`config.mk`:
```
export PLATFORM = sky130hd
export DESIGN_NAME = hv_owt_rx_ctrl
export DESIGN_NICKNAME = d
export VERILOG_FILES = /design/src/rtl/owt_pkg.sv /design/src/rtl/crc8_serial.sv /design/src/rtl/hv_owt_rx_sampler.sv /design/src/rtl/hv_owt_rx_ctrl.sv
export SDC_FILE = /design/constraint.sdc
export NUM_CORES = 1
export LEC_CHECK = 0
export BUFFER_PORTS_ARGS = -buffer_cell sky130_fd_sc_hd__buf_2
export CAP_MARGIN = 20
export CORE_AREA = 2 2 82 99
export CTS_CLUSTER_SIZE = 12
export DETAILED_ROUTE_END_ITERATION = 10
export DIE_AREA = 0 0 84 101
export GPL_TIMING_DRIVEN = 0
export PLACE_DENSITY = 0.74
export SYNTH_ARGS = -nofsm -noshare
export SYNTH_HDL_FRONTEND = slang
export SYNTH_SLANG_ARGS = --single-unit
```
`constraint.sdc`:
```
create_clock -name i_clk -period 2.7 [get_ports i_clk]
set_clock_uncertainty 0.2 [all_clocks]
set_input_delay 0.405 -clock i_clk [delete_from_list [all_inputs] [get_ports i_clk]]
set_output_delay 0.405 -clock i_clk [all_outputs]
set_load 0.01 [all_outputs]
```
`src/rtl/owt_pkg.sv`:
```
// Shared constants, FSM state type and frame payload for the HV-side one-wire receiver.
package owt_pkg;

   localparam int unsigned HALF_CYC     = 12;
   localparam int unsigned SYNC_MIN_BIT = 4;
   localparam int unsigned ADDR_W       = 7;
   localparam int unsigned DATA_W       = 8;
   localparam int unsigned CRC_W        = 8;
   localparam int unsigned ABORT_HALF   = 4;

   localparam int unsigned CMD_BITS  = 1 + ADDR_W;
   localparam int unsigned MSG_BITS  = CMD_BITS + DATA_W;
   localparam int unsigned HIST_W    = 2*SYNC_MIN_BIT + 4;
   localparam int unsigned ABORT_CYC = ABORT_HALF*HALF_CYC;
   localparam int unsigned BIT_CNT_W = $clog2(MSG_BITS);

   localparam logic [3:0]        TAIL_PAT = 4'b1100;
   // Oldest symbol at the MSB: Manchester-0 head bits followed by the raw tail.
   localparam logic [HIST_W-1:0] SYNC_PAT = {{SYNC_MIN_BIT{2'b01}}, TAIL_PAT};

   localparam logic              RD_OP        = 1'b0;
   localparam logic              WR_OP        = 1'b1;
   localparam logic [ADDR_W-1:0] REQ_ADC_ADDR = ADDR_W'(16);

   typedef enum logic [2:0] {
      ST_IDLE,
      ST_CMD,
      ST_DATA,
      ST_CRC,
      ST_END_TAIL
   } rx_state_e;

   typedef struct packed {
      logic              rw;
      logic [ADDR_W-1:0] addr;
      logic [DATA_W-1:0] data;
   } rx_frame_t;

endpackage

```
`src/rtl/crc8_serial.sv`:
```
// Bit-serial CRC-8 (x^8+x^2+x+1), MSB first, zero seed; i_new_calc restarts on the current bit.
module crc8_serial (
   input  logic       i_clk,
   input  logic       i_rst_n,
   input  logic       i_new_calc,
   input  logic       i_bit_vld,
   input  logic       i_bit,
   output logic [7:0] o_crc
);

   logic [7:0] crc_q, crc_d;
   logic [7:0] seed_c;
   logic       fb_c;

   always_comb begin
      seed_c = i_new_calc ? 8'h00 : crc_q;
      fb_c   = seed_c[7] ^ i_bit;
      crc_d  = crc_q;
      if (i_bit_vld) begin
         crc_d = {seed_c[6:0], 1'b0} ^ (fb_c ? 8'h07 : 8'h00);
      end
   end

   always_ff @(posedge i_clk or negedge i_rst_n) begin
      if (!i_rst_n) crc_q <= 8'h00;
      else          crc_q <= crc_d;
   end

   assign o_crc = crc_q;

endmodule

```
`src/rtl/hv_owt_rx_sampler.sv`:
```
// Line synchronizer, edge detect, half-bit sample strobe and low-timeout detect.
// OWT_RX_GLITCH_FILT_EN inserts a 3-sample majority filter after the synchronizer.
module hv_owt_rx_sampler
   import owt_pkg::*;
(
   input  logic i_clk,
   input  logic i_rst_n,
   input  logic i_en,
   input  logic i_line,
   output logic o_edge_c,
   output logic o_smp_c,
   output logic o_sym_c,
   output logic o_low_to_c
);

   localparam int unsigned PH_W = $clog2(HALF_CYC);
   localparam int unsigned LO_W = $clog2(ABORT_CYC + 1);

   logic [1:0]      sync_q, sync_d;
   logic            prev_q, prev_d;
   logic [PH_W-1:0] ph_q, ph_d;
   logic [LO_W-1:0] lo_q, lo_d;
   logic            line_c;

`ifdef OWT_RX_GLITCH_FILT_EN
   logic [1:0] flt_hist_q, flt_hist_d;
   logic       filt_q, filt_d;

   always_comb begin
      flt_hist_d = {flt_hist_q[0], sync_q[1]};
      filt_d     = (sync_q[1] & flt_hist_q[0]) | (sync_q[1] & flt_hist_q[1]) |
                   (flt_hist_q[0] & flt_hist_q[1]);
   end

   always_ff @(posedge i_clk or negedge i_rst_n) begin
      if (!i_rst_n) begin
         flt_hist_q <= 2'b00;
         filt_q     <= 1'b0;
      end else begin
         flt_hist_q <= flt_hist_d;
         filt_q     <= filt_d;
      end
   end

   assign line_c = filt_q;
`else
   assign line_c = sync_q[1];
`endif

   assign o_edge_c   = line_c ^ prev_q;
   assign o_sym_c    = line_c;
   assign o_smp_c    = i_en && !o_edge_c && (ph_q == PH_W'(HALF_CYC/2 - 1));
   assign o_low_to_c = i_en && !line_c && !o_edge_c && (lo_q == LO_W'(ABORT_CYC - 1));

   // Phase restarts on every edge so sampling lands mid half-bit; low counter saturates.
   always_comb begin
      sync_d = {sync_q[0], i_line};
      prev_d = line_c;
      ph_d   = ph_q + PH_W'(1);
      lo_d   = lo_q;
      if (!i_en || o_edge_c || ph_q == PH_W'(HALF_CYC - 1)) ph_d = '0;
      if (!i_en || o_edge_c || line_c) lo_d = '0;
      else if (lo_q != LO_W'(ABORT_CYC)) lo_d = lo_q + LO_W'(1);
   end

   always_ff @(posedge i_clk or negedge i_rst_n) begin
      if (!i_rst_n) begin
         sync_q <= 2'b00;
         prev_q <= 1'b0;
         ph_q   <= '0;
         lo_q   <= '0;
      end else begin
         sync_q <= sync_d;
         prev_q <= prev_d;
         ph_q   <= ph_d;
         lo_q   <= lo_d;
      end
   end

endmodule

```
`src/rtl/hv_owt_rx_ctrl.sv`:
```
// HV-side one-wire frame receiver: sync lock, Manchester decode, CRC check, tail/abort handling.
// Optional OWT_RX_GLITCH_FILT_EN adds a majority glitch filter inside the sampler.
module hv_owt_rx_ctrl
   import owt_pkg::*;
(
   input  logic              i_clk,
   input  logic              i_rst_n,
   input  logic              i_lv_hv_owt_rx,
   input  logic              i_owt_rx_en,
   output logic              o_owt_rx_vld,
   output logic              o_owt_rx_rw,
   output logic [ADDR_W-1:0] o_owt_rx_addr,
   output logic [DATA_W-1:0] o_owt_rx_data,
   output logic              o_owt_rx_crc_err,
   output logic              o_owt_rx_frm_err,
   output logic              o_owt_rx_abort,
   output logic              o_owt_rx_busy
);

   rx_state_e            st_q, st_d;
   logic [HIST_W-1:0]    hist_q, hist_d;
   logic                 half_q, half_d;
   logic                 first_q, first_d;
   logic                 pend_q, pend_d;
   logic [BIT_CNT_W-1:0] cnt_q, cnt_d;
   logic [MSG_BITS-1:0]  msg_q, msg_d;
   logic [CRC_W-1:0]     rxcrc_q, rxcrc_d;
   rx_frame_t            frame_q, frame_d;
   logic                 crc_err_q, crc_err_d;
   logic                 vld_q, vld_d, frm_q, frm_d, abort_q, abort_d, busy_q, busy_d;

   logic              edge_c, smp_c, sym_c, low_to_c;
   logic              crc_vld_c, crc_new_c, crc_bit_c, to_idle_c, tail_bit_c;
   logic [HIST_W-1:0] hist_nxt_c;
   logic [CRC_W-1:0]  crc_c;

   hv_owt_rx_sampler u_sampler (
      .i_clk      (i_clk),
      .i_rst_n    (i_rst_n),
      .i_en       (i_owt_rx_en),
      .i_line     (i_lv_hv_owt_rx),
      .o_edge_c   (edge_c),
      .o_smp_c    (smp_c),
      .o_sym_c    (sym_c),
      .o_low_to_c (low_to_c)
   );

   crc8_serial u_crc (
      .i_clk      (i_clk),
      .i_rst_n    (i_rst_n),
      .i_new_calc (crc_new_c),
      .i_bit_vld  (crc_vld_c),
      .i_bit      (crc_bit_c),
      .o_crc      (crc_c)
   );

   always_comb begin
      st_d      = st_q;
      hist_d    = hist_q;
      half_d    = half_q;
      first_d   = first_q;
      pend_d    = pend_q;
      cnt_d     = cnt_q;
      msg_d     = msg_q;
      rxcrc_d   = rxcrc_q;
      frame_d   = frame_q;
      crc_err_d = crc_err_q;
      vld_d     = 1'b0;
      frm_d     = 1'b0;
      abort_d   = 1'b0;
      crc_vld_c = 1'b0;
      crc_new_c = 1'b0;
      crc_bit_c = 1'b0;
      to_idle_c = 1'b0;
      hist_nxt_c = {hist_q[HIST_W-2:0], sym_c};
      tail_bit_c = TAIL_PAT[2'(2'd3 - cnt_q[1:0])];

      if (!i_owt_rx_en) begin
         to_idle_c = 1'b1;
      end else if (st_q != ST_IDLE && low_to_c) begin
         abort_d   = 1'b1;
         to_idle_c = 1'b1;
      end else if (pend_q) begin
         // A 00 pair may be the start of an abort; it is only a violation once the line moves.
         if (edge_c) begin
            frm_d     = 1'b1;
            to_idle_c = 1'b1;
         end
      end else if (smp_c) begin
         case (st_q)
            ST_IDLE: begin
               hist_d = hist_nxt_c;
               if (hist_nxt_c == SYNC_PAT) begin
                  st_d   = ST_CMD;
                  half_d = 1'b0;
                  cnt_d  = '0;
               end
            end
            ST_END_TAIL: begin
               if (sym_c != tail_bit_c) begin
                  frm_d     = 1'b1;
                  to_idle_c = 1'b1;
               end else if (cnt_q == BIT_CNT_W'(3)) begin
                  vld_d     = 1'b1;
                  to_idle_c = 1'b1;
                  frame_d   = rx_frame_t'(msg_q);
                  crc_err_d = (crc_c != rxcrc_q);
               end else begin
                  cnt_d = cnt_q + BIT_CNT_W'(1);
               end
            end
            default: begin
               if (!half_q) begin
                  first_d = sym_c;
                  half_d  = 1'b1;
               end else if (first_q == sym_c) begin
                  half_d = 1'b0;
                  if (sym_c) begin
                     frm_d     = 1'b1;
                     to_idle_c = 1'b1;
                  end else begin
                     pend_d = 1'b1;
                  end
               end else begin
                  half_d = 1'b0;
                  cnt_d  = cnt_q + BIT_CNT_W'(1);
                  if (st_q == ST_CRC) begin
                     rxcrc_d = {rxcrc_q[CRC_W-2:0], first_q};
                  end else begin
                     msg_d     = {msg_q[MSG_BITS-2:0], first_q};
                     crc_vld_c = 1'b1;
                     crc_new_c = (st_q == ST_CMD) && (cnt_q == '0);
                     crc_bit_c = first_q;
                  end
                  if (st_q == ST_CMD && cnt_q == BIT_CNT_W'(CMD_BITS - 1)) begin
                     st_d  = ST_DATA;
                     cnt_d = '0;
                  end else if (st_q == ST_DATA && cnt_q == BIT_CNT_W'(DATA_W - 1)) begin
                     st_d  = ST_CRC;
                     cnt_d = '0;
                  end else if (st_q == ST_CRC && cnt_q == BIT_CNT_W'(CRC_W - 1)) begin
                     st_d  = ST_END_TAIL;
                     cnt_d = '0;
                  end
               end
            end
         endcase
      end

      // History is wiped on every return so frame contents can never fake a relock.
      if (to_idle_c) begin
         st_d   = ST_IDLE;
         hist_d = '0;
         half_d = 1'b0;
         pend_d = 1'b0;
         cnt_d  = '0;
      end
      busy_d = (st_d != ST_IDLE);
   end

   always_ff @(posedge i_clk or negedge i_rst_n) begin
      if (!i_rst_n) begin
         st_q      <= ST_IDLE;
         hist_q    <= '0;
         half_q    <= 1'b0;
         first_q   <= 1'b0;
         pend_q    <= 1'b0;
         cnt_q     <= '0;
         msg_q     <= '0;
         rxcrc_q   <= '0;
         frame_q   <= '0;
         crc_err_q <= 1'b0;
         vld_q     <= 1'b0;
         frm_q     <= 1'b0;
         abort_q   <= 1'b0;
         busy_q    <= 1'b0;
      end else begin
         st_q      <= st_d;
         hist_q    <= hist_d;
         half_q    <= half_d;
         first_q   <= first_d;
         pend_q    <= pend_d;
         cnt_q     <= cnt_d;
         msg_q     <= msg_d;
         rxcrc_q   <= rxcrc_d;
         frame_q   <= frame_d;
         crc_err_q <= crc_err_d;
         vld_q     <= vld_d;
         frm_q     <= frm_d;
         abort_q   <= abort_d;
         busy_q    <= busy_d;
      end
   end

   assign o_owt_rx_vld     = vld_q;
   assign o_owt_rx_rw      = frame_q.rw;
   assign o_owt_rx_addr    = frame_q.addr;
   assign o_owt_rx_data    = frame_q.data;
   assign o_owt_rx_crc_err = crc_err_q;
   assign o_owt_rx_frm_err = frm_q;
   assign o_owt_rx_abort   = abort_q;
   assign o_owt_rx_busy    = busy_q;

endmodule
```
# Word-level counts from Yosys, hierarchy flattened
# Cells that the tools add are included.
[totals]
output_inout_bits = 21
latchBits = 0
mem_bits_rw = 0
mem_bits_ro = 0
word_cells = 196
reg_bits = 87
mem_count = 0
[op_classes]
eq_ne = 21
mul = 0
reduce_logical = 34
n_mux = 105
order_cmp = 1
bitwise_logic = 10
shifts = 0
div_mod_pow = 0
add_sub_neg = 4
[op_table]
columns = ["op", "n"]
rows = [
  ["$mux 11", 6],
  ["$mux 1", 64],
  ["$mux 4", 14],
  ["$mux 3", 12],
  ["$reduce_and 8->1", 2],
  ["$eq 12x11->1 const B", 1],
  ["$mux 6", 2],
  ["$reduce_and 6->1", 2],
  ["$logic_and 1x1->1", 10],
  ["$ne 3x3->1 const B", 3],
  ["$reduce_and 9->1", 1],
  ["$add 4x1->4 const B", 2],
  ["$eq 4x3->1 const B", 2],
  ["$mux 8", 1],
  ["$ne 8x8->1", 1],
  ["$pmux 4 s2", 1],
  ["$reduce_bool 2->1", 4],
  ["$xor 8x8->8", 1],
  ["$not 1->1", 7],
  ["$reduce_and 7->1", 1],
  ["$add 6x1->6 const B", 1],
  ["$eq 3x2->1 const B", 2],
  ["$eq 6x6->1 const B", 1],
  ["$ne 6x6->1 const B", 1],
  ["24 further kinds", 33],
]

# Longest topological paths before layout
[logic_depth]
depth_word = 14
ltp_mapped = 9

# Modules after synthesis
# From an unflattened synthesis, not the netlist that was laid out.
[unflattened]
hier_cells = 356
hier_area_um2 = 4063.9
[modules_own_cells]
columns = ["module", "area_per_inst_um2", "cells_each", "seq_area_each_um2", "n_inst"]
rows = [
  ["hv_owt_rx_ctrl", 3042.9, 256, 1651.6, 1],
  ["hv_owt_rx_sampler", 620.6, 61, 325.3, 1],
  ["crc8_serial", 400.4, 39, 200.2, 1],
]

# Worst setup path before layout
# No wires, ideal clock.
[synth_path]
path_type = "register to register"
start = "register first_q"
end = "register cnt_q[3]"
path_buffers = 0
arrival_ns = 2.249
slack_ns = 0.177
period_less_slack_ns = 2.523
setup_time_ns = 0.074
stages_incl_launch_ff = 8
required_ns = 2.426
path_cell_list = "dfrtp_1 > clkinv_1 > ha_1 > nand2_1 > a22o_1 > or4b_4 > or4_4 > a21oi_2"
[synth_via]
elab_chain_len = 10
[synth_rtl]
columns = ["item", "line_no", "rtl"]
rows = [
  ["start: declaration", "hv_owt_rx_ctrl.sv:23", "logic first_q, first_d;"],
  ["start signal: assignment", "hv_owt_rx_ctrl.sv:181", "first_q <= first_d;"],
  ["$eq 1x1->1 (*)", "hv_owt_rx_ctrl.sv:116", "end else if (first_q == sym_c) begin"],
  ["$mux 1", "hv_owt_rx_ctrl.sv:116", ""],
  ["$mux 1", "hv_owt_rx_ctrl.sv:113", "if (!half_q) begin"],
  ["$pmux 1 s2", "hv_owt_rx_ctrl.sv:90", "case (st_q)"],
  ["$mux 1", "hv_owt_rx_ctrl.sv:89", "end else if (smp_c) begin"],
  ["$mux 1", "hv_owt_rx_ctrl.sv:83", "end else if (pend_q) begin"],
  ["$mux 1", "hv_owt_rx_ctrl.sv:80", "end else if (st_q != ST_IDLE && low_to_c) begin"],
  ["$mux 1", "hv_owt_rx_ctrl.sv:78", "if (!i_owt_rx_en) begin"],
  ["$ne 4x2->1 (no line) (tied with other cells)", "n/a", ""],
  ["$reduce_and 9->1 (no line)", "n/a", ""],
  ["end signal: assignment", "hv_owt_rx_ctrl.sv:183", "cnt_q <= cnt_d;"],
  ["end: declaration", "hv_owt_rx_ctrl.sv:25", "logic [BIT_CNT_W-1:0] cnt_q, cnt_d;"],
]
# Every way passes the cells marked *; elsewhere a longest branch is shown, timed or not.
# A chain may end at the register's enable or synchronous reset.

# Final worst setup path
[layout_path]
start = "register u_sampler.sync_q[1]"
end = "register cnt_q[3]"
[layout_via]
elab_chain_len = 10
[layout_rtl]
columns = ["item", "line_no", "rtl"]
rows = [
  ["start: declaration", "hv_owt_rx_sampler.sv:19", "logic [1:0] sync_q, sync_d;"],
  ["start signal: assignment", "hv_owt_rx_sampler.sv:73", "sync_q <= sync_d;"],
  ["$mux 1 (tied with other cells)", "hv_owt_rx_ctrl.sv:118", "if (sym_c) begin"],
  ["$mux 1 / $logic_not 1->1 (equally long branches)", "hv_owt_rx_ctrl.sv:116, hv_owt_rx_sampler.sv:52, hv_owt_rx_sampler.sv:53", ""],
  ["$mux 1 / $logic_and 1x1->1 (equally long branches)", "hv_owt_rx_ctrl.sv:113, hv_owt_rx_sampler.sv:52", ""],
  ["$pmux 1 s2 / $logic_and 1x1->1 (equally long branches)", "hv_owt_rx_ctrl.sv:90, hv_owt_rx_sampler.sv:52", ""],
  ["$mux 1", "hv_owt_rx_ctrl.sv:89", ""],
  ["$mux 1", "hv_owt_rx_ctrl.sv:83", ""],
  ["$mux 1", "hv_owt_rx_ctrl.sv:80", ""],
  ["$mux 1", "hv_owt_rx_ctrl.sv:78", ""],
  ["$ne 4x2->1 (no line) (tied with other cells)", "n/a", ""],
  ["$reduce_and 9->1 (no line)", "n/a", ""],
]
# Several ways; a longest one is shown, not always the timed one.

==> run metrics <==
Final setup viols 0; share of post-route cells with drive strength above 1 between 30 and 40%; gr ovfl total 0; CTS tree done; Die Footprint roughly 0.0085 sq mm; Via density approximately 5.3; Reg2Reg Setup Slack around 0.1 ns; reg-to-reg startpoint u_sampler.sync_q[1]; Hold Path Depth 0; R2R Path End cnt_q[3]; Arr. time, crit path 2.68 ns; Final period util 96.29%; most common cell after layout, fill and taps aside dfrtp_1; # clock sinks 87; clk slew on worst S/H paths roughly 0.090 ns; Slew Limit Fails 0; drt total wl 6.836 mm; via count between 2,000 and 3,000; Initial Util around 52%; Slew headroom 65.97%; endpoint class of the critical path flop; Synth Instances 330; first-pass GRT wire length around 11 mm; CP max stage cell or4b_4; hold path endpoint u_sampler.sync_q[1]; clock buffer depth 2; maxcap violations 0; 1st-iter DRT viols 94; #FFs+latches synth 87; status completed; HP Class flop to flop; Synth warnings 0; Total Power around 2300 uW; most frequent cells in the layout 87 x dfrtp_1, 37 x nor2_1, 37 x mux2_2; I/O pin total 25; Comb power frac under 10%; Bufs and invs on worst path 2; FF-to-FF path depth 8; sw frac 24.98%; unique cell type count in the Yosys netlist 52; top achievable clock speed roughly 380 MHz; First-pass DRT Iterations 4; DR WL/cell between 10 and 15 um; Avg Inst Size Synth 12.04 sq um; IO Port Bufs 24; Num CTS Buffers 9; Total GRT Usage around 17%; leakage around 0.0022 uW; endpoints failing hold 0; num rows 35; Clock Power Share between 30 and 40%; die width between 80 and 90 um; minimum clock period 2.600 ns; # diodes 0; NetSw ~560 uW; final hold slack 0.1626 ns; Detailed Place HPWL 4.663 mm; hold_sp u_sampler.sync_q[0]; Power Internal roughly 1700 uW; Post-Syn Nets about 340; sequential area share after synthesis a little over half; Crit path largest cell delay 0.56 ns; Remaining DRCs 0; largest net degree at the start of global routing 52; gpl congestion approximately 0.90; Skew-Pair Late Insertion Delay ~0.36 ns; CTS root buffer clkbuf_8; worst-path cell chain buf_6 > inv_1 > ha_4 > nand2_2 > a22o_1 > or4b_4 > or4_4 > a21oi_2; Core Region about 0.0076 sq mm; Routed Antenna Nets 0; vias in the first global route between 2,000 and 3,000; Synth Cell Area between 0.003 and 0.004 sq mm; CP Data Required Time 2.78 ns; fillcell total slightly above 600; RSZ-0062 raised after global routing no; delay-heaviest family, CP simple AND/OR/NAND/NOR gates; IR Drop Worst-Case VDD between 0.3 and 0.4 mV; Flop pwr share 58.2%; Tightest Pin Transition 0.5035 ns; critical path peak fanout 5; Area Overhead vs Synth 15.15%; type of the worst setup path flop to flop; nets@finish slightly below 400; die height ~100 um; initial antenna violation count 0; H-Tree Depth 3; Pwr Density between 400 and 500 mW/mm^2; Setup crit start kind flop
-- cell usage after synthesis, drive strengths merged --
library cell	number	area, sq um
a21oi	8	43.79
a22o	1	8.760
a2bb2oi	1	8.760
a311oi	2	17.52
a31oi	4	25.02
a32oi	1	8.760
and2b	1	8.760
and3	2	13.77
and4b	1	10.01
and4bb	1	12.51
buf	9	60.06
clkbuf	6	32.53
clkinv	1	3.750
dfrtp	87	2177
ha	8	100.1
inv	12	45.04
mux2	39	439.2
mux2i	15	150.1
nand2	8	30.03
nand2b	2	12.51
nand3	14	70.07
nand3b	5	41.29
nand4	2	12.51
nand4b	1	8.760
nor2	37	138.9
nor2b	5	31.28
nor3	5	25.02
nor3b	1	7.510
nor4	6	73.82
nor4b	1	8.760
nor4bb	2	20.02
o211ai	1	7.510
o21a	1	7.510
o21ai	10	50.05
or2	2	12.52
or3	1	6.260
or3b	1	8.760
or4	2	18.77
or4b	1	13.76
xnor2	8	70.07
xor2	15	131.4
-- cells by family after synthesis --
kind of cell | Yosys count | share of synthesized area (%)
xor gates and xnor gates | 23 | 5.071
adders and majority gates | 8 | 2.520
and+or+nand+nor | 101 | 14.74
buffers and inverters | 28 | 3.559
AOI/OAI and AO/OA | 29 | 4.473
muxes | 54 | 14.83
DFF | 87 | 54.80
-- power groups by stage --
stage | clock network (uW) | logic (uW) | registers, uW
3_5_place_dp | 0 | 62.7 | 1340
5_1_grt | 962 | 77.7 | 1310
3_3_place_gp | 0 | 56.4 | 1340
2_1_floorplan | 0 | 22.5 | 1340
4_1_cts | 915 | 65.5 | 1310
6_report | 876 | 67.6 | 1310
-- how the worst max path moves through the flow --
stage | end | cells after the start | startpoint | slack, ns
final | cnt_q[3] | 8 | u_sampler.sync_q[1] | 0.10
after global routing | cnt_q[3] | 8 | u_sampler.sync_q[1] | 0.02
after CTS | msg_q[5] | 8 | u_sampler.sync_q[1] | 0.002
after detailed placement | o_owt_rx_data[7] | 6 | st_q[1] | -0.23
after global placement | o_owt_rx_rw | 7 | i_owt_rx_en | -0.16
after floorplan | cnt_q[3] | 7 | first_q | 0.18
-- per-stage QoR --
step	util (%)	cell area [sq um]	setup slack (ns)	TNS, ns	std cells
2_1_floorplan	-	3973	0.1769	0	330
3_3_place_gp	55.54	4208	-0.1644	-3.087	446
3_5_place_dp	55.94	4238	-0.2327	-4.815	447
4_1_cts	59.26	4489	0.001577	0	469
5_1_grt	60.38	4574	0.02479	0	473
6_report	60.38	4574	0.1002	0	473
-- area by class of cell --
type	count	area [sq um]	share of cell area [%]
Inverter	13	51.30	1.121
Clock inverter	7	68.82	1.504
Buffer	15	100.1	2.188
Tap cell	92	115.1	2.516
Sequential cell	87	2177	47.59
Timing Repair Buffer	35	230.2	5.033
Multi-Input combinational cell	215	1708	37.34
Clock buffer	9	123.9	2.708
-- timing repair --
| item | in CTS | in global routing |
|---|---|---|
| resized for setup | 4 | 12 |
| hold buffers | 2 | 0 |
| pin swaps | 2 | 5 |
| endpoints found under the hold margin | 37 | 0 |
| endpoints found under the setup margin | 47 | 36 |
| setup buffers | 4 | 4 |
-- state kept, by name, summed over array words and instances, names as in the netlist --
signal            flops
o_owt_rx_vld          1
half_q                1
st_q                  3
pend_q                1
rxcrc_q               8
o_owt_rx_crc_err      1
o_owt_rx_rw           1
o_owt_rx_addr         7
cnt_q                 4
u_sampler.lo_q        6
o_owt_rx_frm_err      1
u_sampler.sync_q      2
msg_q                16
u_sampler.prev_q      1
o_owt_rx_data         8
u_crc.o_crc           8
o_owt_rx_busy         1
o_owt_rx_abort        1
u_sampler.ph_q        4
first_q               1
hist_q               11
-- metal layers --
| metal | global-route usage (%) | share of wire (%) | routed length, um |
|---|---|---|---|
| met1 | 21.60 | 45 | 3110 |
| met2 | 28.18 | 51 | 3454 |
| met3 | 4.013 | 2.6 | 175 |
| met4 | 6.700 | 1.4 | 95 |
| met5 | 0 | 0 | 0 |
Note: power is estimated with default switching activity, not from simulation.
